==> src/rtl/boot_pkg.sv <==
// Shared types and widths for the boot loader.
package boot_pkg;

  localparam int unsigned ADDR_W = 8;
  localparam int unsigned DATA_W = 8;

  typedef enum logic [2:0] {
    StIdle,
    StWaitLen,
    StLoad,
    StCommit,
    StRun
  } state_e;

endpackage

==> src/rtl/boot_loader.sv <==
// Byte-stream boot loader: receives a length byte followed by that many data
// bytes, writes them to memory from address 0 while holding the CPU in reset,
// then hands the memory port to the CPU.
module boot_loader
  import boot_pkg::*;
(
  input  logic              clk,
  input  logic              reset,
  input  logic              loadReq,
  input  logic [DATA_W-1:0] rxData,
  input  logic              rxValid,
  output logic              rxReady,
  input  logic              cpuMemEnable,
  input  logic [ADDR_W-1:0] cpuMemAdr,
  input  logic [DATA_W-1:0] cpuMemWD,
  output logic              memEnable,
  output logic [ADDR_W-1:0] memAdr,
  output logic [DATA_W-1:0] memWD,
  output logic              cpuReset,
  output logic              done
);

  localparam logic [ADDR_W-1:0] AdrOne = ADDR_W'(1);

  state_e            state_q;
  logic [ADDR_W-1:0] len_q;
  logic [ADDR_W-1:0] cnt_q;
  logic              wr_en_q;
  logic [ADDR_W-1:0] wr_adr_q;
  logic [DATA_W-1:0] wr_wd_q;
  logic              done_q;

  logic              rx_hs;
  logic              last_byte;
  logic [ADDR_W-1:0] len_m1;

  // Handshake and last-byte detection; len = 0 wraps to 255, i.e. 256 bytes.
  assign rxReady   = (state_q == StWaitLen) || (state_q == StLoad);
  assign rx_hs     = rxValid & rxReady;
  assign len_m1    = len_q - AdrOne;
  assign last_byte = (cnt_q == len_m1);
  assign cpuReset  = (state_q != StRun);
  assign done      = done_q;

  // Loader FSM with counter, length and registered write port.
  always_ff @(posedge clk or negedge reset) begin
    if (!reset) begin
      state_q  <= StIdle;
      len_q    <= '0;
      cnt_q    <= '0;
      wr_en_q  <= 1'b0;
      wr_adr_q <= '0;
      wr_wd_q  <= '0;
      done_q   <= 1'b0;
    end else begin
      // Write enable and done are single-cycle pulses.
      wr_en_q <= 1'b0;
      done_q  <= 1'b0;
      unique case (state_q)
        StIdle: begin
          state_q <= StWaitLen;
        end
        StWaitLen: begin
          if (rx_hs) begin
            len_q   <= rxData;
            cnt_q   <= '0;
            state_q <= StLoad;
          end
        end
        StLoad: begin
          if (rx_hs) begin
            wr_en_q  <= 1'b1;
            wr_adr_q <= cnt_q;
            wr_wd_q  <= rxData;
            cnt_q    <= cnt_q + AdrOne;
            if (last_byte) begin
              state_q <= StCommit;
            end
          end
        end
        StCommit: begin
          state_q <= StRun;
          done_q  <= 1'b1;
        end
        StRun: begin
          if (loadReq) begin
            state_q <= StWaitLen;
          end
        end
        default: begin
          state_q <= StIdle;
        end
      endcase
    end
  end

  // Memory port mux: CPU owns the port only in RUN.
  always_comb begin
    memEnable = wr_en_q;
    memAdr    = wr_adr_q;
    memWD     = wr_wd_q;
    if (state_q == StRun) begin
      memEnable = cpuMemEnable;
      memAdr    = cpuMemAdr;
      memWD     = cpuMemWD;
    end
  end

endmodule

==> config.mk <==
export PLATFORM = sky130hd
export DESIGN_NAME = boot_loader
export DESIGN_NICKNAME = d
export VERILOG_FILES = /design/src/rtl/boot_pkg.sv /design/src/rtl/boot_loader.sv
export SDC_FILE = /design/constraint.sdc
export NUM_CORES = 1
export LEC_CHECK = 0
export CAP_MARGIN = 20
export CORE_MARGIN = 2
export CORE_UTILIZATION = 52
export DETAILED_ROUTE_END_ITERATION = 12
export PLACE_DENSITY = 0.81
export REMOVE_ABC_BUFFERS = 1
export SLEW_MARGIN = 20
export SYNTH_ARGS = -nofsm -noshare
export SYNTH_HDL_FRONTEND = slang
export SYNTH_SLANG_ARGS = --single-unit
export TNS_END_PERCENT = 10
==> constraint.sdc <==
create_clock -name clk -period 5.1 [get_ports clk]
set_input_delay 1.275 -clock clk [delete_from_list [all_inputs] [get_ports clk]]
set_output_delay 1.275 -clock clk [all_outputs]
set_load 0.02 [all_outputs]
Word level (Yosys, flattened, before mapping)
Cells that the tools add are included.

word-level totals
  bits in registers = 37
  bits in latches = 0
  bits in writable memories = 0
  bits in read-only memories = 0
  input port bits = 29
  memories = 0

cells by class
  add/subtract/negate cells = 2
  $mul = 0
  divide/modulo/power cells = 0
  $lt $le $gt $ge = 0
  eq/ne operators = 10
  shifts and indexed selects = 0
  multiplexer cells = 14
  bitwise operators = 1
  reductions and logical operators = 7

operators by type and width
  kind                 count
  $mux 8               4
  $pmux 8 s2           1
  $pmux 3 s5           1
  $mux 3               4
  $add 8x1->8 const B  1
  $eq 8x8->1           1
  $ne 2x2->1 const B   4
  $sub 8x1->8 const B  1
  $eq 3x2->1 const B   2
  $mux 1               4
  $reduce_and 2->1     2
  $reduce_and 4->1     1
  $eq 3x1->1 const B   1
  $eq 3x3->1 const B   1
  $logic_not 3->1      1
  $ne 3x3->1 const B   1
  $reduce_and 3->1     1
  $reduce_bool 2->1    1
  $and 1x1->1          1
  $logic_or 1x1->1     1

Longest topological paths before layout
Gate-level depths: netlist (run 1).

  word-level depth = 5
  gate-level depth with buffers = 7
  gate-level depth less buffers = 7

Worst setup path after synthesis (run 1)
Ideal clock, no wire load.

  path kind = input -> output
  start point = in cpuMemAdr[0]
  end point = out memAdr[0]
  data arrival time = 1,580 ps
  data required time = 3,825 ps
  setup slack = 2,245 ps
  stages = 1
  buffers on the path = 0
  cells stage by stage = mux2_2

between the ends
  longest elaborated chain between the ends = 1

ends and longest elaborated chain
  what                line                source
  start: declaration  boot_loader.sv:14   input logic [ADDR_W-1:0] cpuMemAdr,
  $mux 8              boot_loader.sv:102  if (state_q == StRun) begin
  end: declaration    boot_loader.sv:17   output logic [ADDR_W-1:0] memAdr,

Every way passes these cells.

Worst setup path after layout (run 1)
  start point = reg state_q[2]
  end point = out memEnable

between the ends
  longest elaborated chain between the ends = 2

ends and longest elaborated chain
  what                      line                source
  start: declaration        boot_loader.sv:25   state_e state_q;
  start signal: assignment  boot_loader.sv:48   state_q <= StIdle;
  start signal: assignment  boot_loader.sv:61   state_q <= StWaitLen;
  start signal: assignment  boot_loader.sv:67   state_q <= StLoad;
  $eq 3x3->1                boot_loader.sv:102
  $mux 1                    boot_loader.sv:102
  end: declaration          boot_loader.sv:16   output logic memEnable,

Every way passes these cells.

==> results of run 1 <==
## power breakdown
part	leakage, nW	internal, mW	switching, mW
Clock	0.0443	0.107	0.0956
Sequential	0.477	0.392	0.0981
Combinational	0.570	0.357	0.313
Total	1.09	0.856	0.506
## worst reg2reg max path: cells and delay by family, from the launching register on
family	cells	cell delay, ps
AOI/OAI and AO/OA	1	270
DFF	1	490
and+or+nand+nor	3	1050
## cell usage after synthesis, drive strengths merged
master	number
buf	7
a311oi	1
nor2	12
and2	1
or2	2
o21ai	5
o21bai	2
and4bb	1
nand2	8
xnor2	6
o32ai	1
mux2i	1
nor3b	2
ha	2
mux2	39
a21oi	8
nand4	3
xor2	11
inv	5
nor4	2
nand3	4
nor4b	1
and3	2
or3	1
dfrtp	37
nand3b	1
nor3	1
## registers in the layout, summed over array words and instances, names as in the netlist
name / cells
wr_wd_q: 8
done: 1
cnt_q: 8
len_q: 8
wr_en_q: 1
wr_adr_q: 8
state_q: 3
## layer usage
metal / up-vias / wire length, um / track usage
li1: 677 / - / -
met1: 700 / 1700 / 0.272
met2: 39 / 2000 / 0.355
met3: 5 / 144 / 0.0360
met4: 0 / 64 / 0.0911
met5: - / 0 / 0
## final cells by class
type / count / area [um2] / share of cell area
Clock buffer: 7 / 86.3 / 0.0340
Inverter: 5 / 18.8 / 0.00739
Multi-Input combinational cell: 117 / 965 / 0.380
Sequential cell: 37 / 926 / 0.365
Tap cell: 48 / 60.1 / 0.0237
Timing Repair Buffer: 49 / 483 / 0.190
## worst min-delay path by stage
stage	start	end	cells after the start
finish	wr_adr_q[3]$_DFFE_PN0P_	wr_adr_q[3]$_DFFE_PN0P_	1
global route	wr_adr_q[2]$_DFFE_PN0P_	wr_adr_q[2]$_DFFE_PN0P_	1
CTS	wr_adr_q[3]$_DFFE_PN0P_	wr_adr_q[3]$_DFFE_PN0P_	1
detailed placement	wr_adr_q[3]$_DFFE_PN0P_	wr_adr_q[3]$_DFFE_PN0P_	1
global placement	wr_wd_q[5]$_DFFE_PN0P_	wr_wd_q[5]$_DFFE_PN0P_	1
floorplan	wr_adr_q[0]$_DFFE_PN0P_	wr_adr_q[0]$_DFFE_PN0P_	1
## kinds of logic (layout without fill, tap and decap cells)
logic type,after synthesis,after routing,share of synthesized area
and+or+nand+nor,41,41,0.125
muxes,40,40,0.230
DFF,37,37,0.474
AOI/OAI and AO/OA,17,17,0.0500
xor gates and xnor gates,17,17,0.0763
buffers and inverters,12,61,0.0314
adders and majority gates,2,2,0.0128
==> impl_metrics.toml, run 1 <==
[setup_path]
worstRegToRegCells = 4
critPathBufInv = 1
crit_end = "memEnable"
worstPathMaxFanout = 18
setup.worst_path.end_class = "primary output"
crit_start = "state_q[2]$_DFFE_PN0P_"
r2r-start = "state_q[2]$_DFFE_PN0P_"
crit_path_max_incr_delay_ps = 720
r2r_end = "state_q[0]$_DFFE_PN0P_"
arrival_ps = 2500
r2r_slack_ps = 3190
slowest_stage = "and2_1"
worstPathRequired_ps = 3830
worstSetupStartpointType = "register"
critPathKind = "reg -> out"
cp.depth = 3
path_cells = "and2_1 -> mux2_2 -> clkdlybuf4s50_1"
cp_top_family = "simple AND/OR/NAND/NOR gates"

[clocking]
post_cts_buffers = 0
clk_latency_ps = 280
cts_resized = 0
cts_buffers = 5
hold_buffers = 0
clock-sinks = 37
clk_transition_reported_paths_ps = 70
clockRootBuffer = "clkbuf_8"
cts_tree = "built"
clk_path_buf_depth = 2
htreeDepth = 2

[timing]
hold_viol_final = 0
hold_slack_ps = 502
fin_crit_ps = 3780
slew_headroom = 0.459
fin_tns_setup_ps = 0
post-route-period-util = 0.741
tightest_slew_ps = 812
max_freq_ghz = 0.265
setup-violations-final = 0
fin_skew_ps = 4.12
rsz0062_at_grt = "false"
final.setup.worst_slack_ps = 1320
report.final.slew_viol_count = 0

[die]
die_h_um = 65.3
rows = 22
ios = 49
coreArea_mm2 = 0.00363
start_util = 0.537
die_w_um = 65.3
die-area_mm2 = 0.00426

[power]
powerDensity_mw_per_mm2 = 536
vdd_ir_drop_max_uv = 291
power_mw = 1.36
p_leak_nw = 1.09

[place]
place_area_mm2 = 0.00245
gp_routability_congestion = 0.895
port-buffer-count = 48
place_ws_ps = 1330
dpl.hpwl_um = 2800
post-place-cells = 256

[global_routing]
antenna_found_initial = 0
gr-total-overflow = 0
grt_max_degree = 38
grt_pass1_wl_um = 6930
first_global_vias = 1502
grt_use_total = 0.212

[finish]
mostFrequentLayoutCell = "clkdlybuf4s50_1"
drive_above_1_share = 0.251
most-common-layout-cells = "clkdlybuf4s50_1, mux2_2, dfrtp_1"
fillers = 283
diodes = 0
final_core_util = 0.699
area_delta_synth_final_pct = 30.1
final_nets = 246
fin_area_mm2 = 0.00254
fin_cells = 263

[worst_hold_path]
hold_class = "reg -> reg"

[routing]
viasPerCell = 5.40
drtAntennaViolNets = 0
drc = 0
first_pass_iters = 4
num_vias = 1421
routed_wl_um = 3910
drt_iter0_drc = 70
wl_per_cell_um = 14.9

[synthesis]
synth_warnings = 0
ys_seq_area_frac = 0.474
yosys_register_bits = 37
netlist_instances = 166
avgSynthCellArea_um2 = 11.8
syn_area_mm2 = 0.00195
synth_top_area_share = 0.474
synth_area_leaders = "dfrtp_1, mux2_2, xor2_1"
synthDistinctLibCells = 32
synth_area_leader_cell = "dfrtp_1"

[status]
status = "finished, final reports clean"

[job]
maxCapViolCount = 0
No activity file was read; power rests on OpenSTA's default activity.
==> run 2: changes to the inputs <==
--- a/config.mk
+++ b/config.mk
@@ -7,9 +7,9 @@
 export LEC_CHECK = 0
 export CAP_MARGIN = 20
 export CORE_MARGIN = 2
-export CORE_UTILIZATION = 52
+export CORE_UTILIZATION = 44
 export DETAILED_ROUTE_END_ITERATION = 12
-export PLACE_DENSITY = 0.81
+export PLACE_DENSITY = 0.73
 export REMOVE_ABC_BUFFERS = 1
 export SLEW_MARGIN = 20
 export SYNTH_ARGS = -nofsm -noshare
==> constraint.sdc (replaced) <==
create_clock -name clk -period 3.1 [get_ports clk]
set_input_delay 0.775 -clock clk [delete_from_list [all_inputs] [get_ports clk]]
set_output_delay 0.775 -clock clk [all_outputs]
set_load 0.02 [all_outputs]
==> impl_metrics.toml, run 2 (synthesis results as in run 1) <==
[status]
status = "finished, final reports clean"

[global_routing]
grt_max_degree = 38
grt_pass1_wl_um = 6940
first_global_vias = 1550
grt_use_total = 0.176
gr-total-overflow = 0
antenna_found_initial = 0

[timing]
fin_crit_ps = 2920
setup-violations-final = 0
report.final.slew_viol_count = 0
rsz0062_at_grt = "false"
tightest_slew_ps = 818
post-route-period-util = 0.943
max_freq_ghz = 0.342
hold_viol_final = 0
fin_tns_setup_ps = 0
slew_headroom = 0.454
fin_skew_ps = 5.64

[finish]
drive_above_1_share = 0.265
mostFrequentLayoutCell = "clkdlybuf4s50_1"
area_delta_synth_final_pct = 33.0
final_nets = 249
final_core_util = 0.600
diodes = 0
most-common-layout-cells = "clkdlybuf4s50_1, mux2_2, dfrtp_1"
fillers = 358

[die]
rows = 24
die_w_um = 70.6
die_h_um = 70.6
die-area_mm2 = 0.00499
coreArea_mm2 = 0.00432
start_util = 0.451
ios = 49

[setup_path]
crit_path_max_incr_delay_ps = 550
r2r_slack_ps = 1320
slowest_stage = "dfrtp_1"
worstSetupStartpointType = "register"
worstPathRequired_ps = 2320
critPathBufInv = 2
critPathKind = "reg -> out"
cp_top_family = "buffers and inverters"
path_cells = "and2_1 -> buf_4 -> mux2_2 -> clkdlybuf4s50_1"
worstPathMaxFanout = 10
setup.worst_path.end_class = "primary output"
arrival_ps = 2150

[power]
vdd_ir_drop_max_uv = 440
powerDensity_mw_per_mm2 = 910
p_leak_nw = 1.12

[routing]
drtAntennaViolNets = 0
drt_iter0_drc = 99
wl_per_cell_um = 15.1
viasPerCell = 5.41
num_vias = 1467
drc = 0
routed_wl_um = 4090
first_pass_iters = 4

[place]
port-buffer-count = 48
gp_routability_congestion = 0.846
dpl.hpwl_um = 3020

[clocking]
cts_tree = "built"
cts_buffers = 5
clk_transition_reported_paths_ps = 70
clk_latency_ps = 290
post_cts_buffers = 0
htreeDepth = 2
clockRootBuffer = "clkbuf_8"
clock-sinks = 37
hold_buffers = 0
cts_resized = 0
clk_path_buf_depth = 2

[worst_hold_path]
hold_class = "reg -> reg"

[job]
maxCapViolCount = 0
run 2: per-layer routing:
layer	GRT usage	part of all wire	vias up
li1	-	-	689
met1	0.215	0.42	727
met4	0.0545	0.013	0
met3	0.0527	0.049	8
met5	0	0	-
met2	0.300	0.52	43
run 2: layout make-up:
type	instances	area, um2	area share
clock buffer	7	86.3	0.0333
inverter	5	18.8	0.00723
sequential	37	926	0.357
timing repair buffer	52	505	0.195
clock inverter	1	30.0	0.0116
tap	52	65.1	0.0251
multi-input combinational	117	965	0.372
run 2: path summary, 6_finish.rpt:
path                                         start                       to  depth (start not counted)
max reg2reg                 state_q[2]$_DFFE_PN0P_  wr_adr_q[4]$_DFFE_PN0P_                          3
min                        wr_adr_q[3]$_DFFE_PN0P_  wr_adr_q[3]$_DFFE_PN0P_                          1
min reg2reg                wr_adr_q[3]$_DFFE_PN0P_  wr_adr_q[3]$_DFFE_PN0P_                          1
max in group asynchronous                    reset     len_q[2]$_DFFE_PN0P_                          1
max                         state_q[2]$_DFFE_PN0P_                memAdr[3]                          4
min in group asynchronous                    reset   wr_wd_q[5]$_DFFE_PN0P_                          1
run 2: power by group:
part / switching [mW] / internal [mW]
combinational: 0.524 / 0.598
clock: 0.166 / 0.262
sequential: 0.168 / 0.644
run 2: metrics by stage:
step           total power, mW  std cells  cell area (um2)  hold WS (ps)  worst slack, ps
5_1_grt                   2.51        271             2600           539             92.3
6_report                  2.36        271             2600           511              178
3_5_place_dp              1.94        263             2480           495              337
2_1_floorplan             1.50        159             1910           477              859
3_3_place_gp              1.89        263             2480           487              359
4_1_cts                   2.38        271             2600           512              177
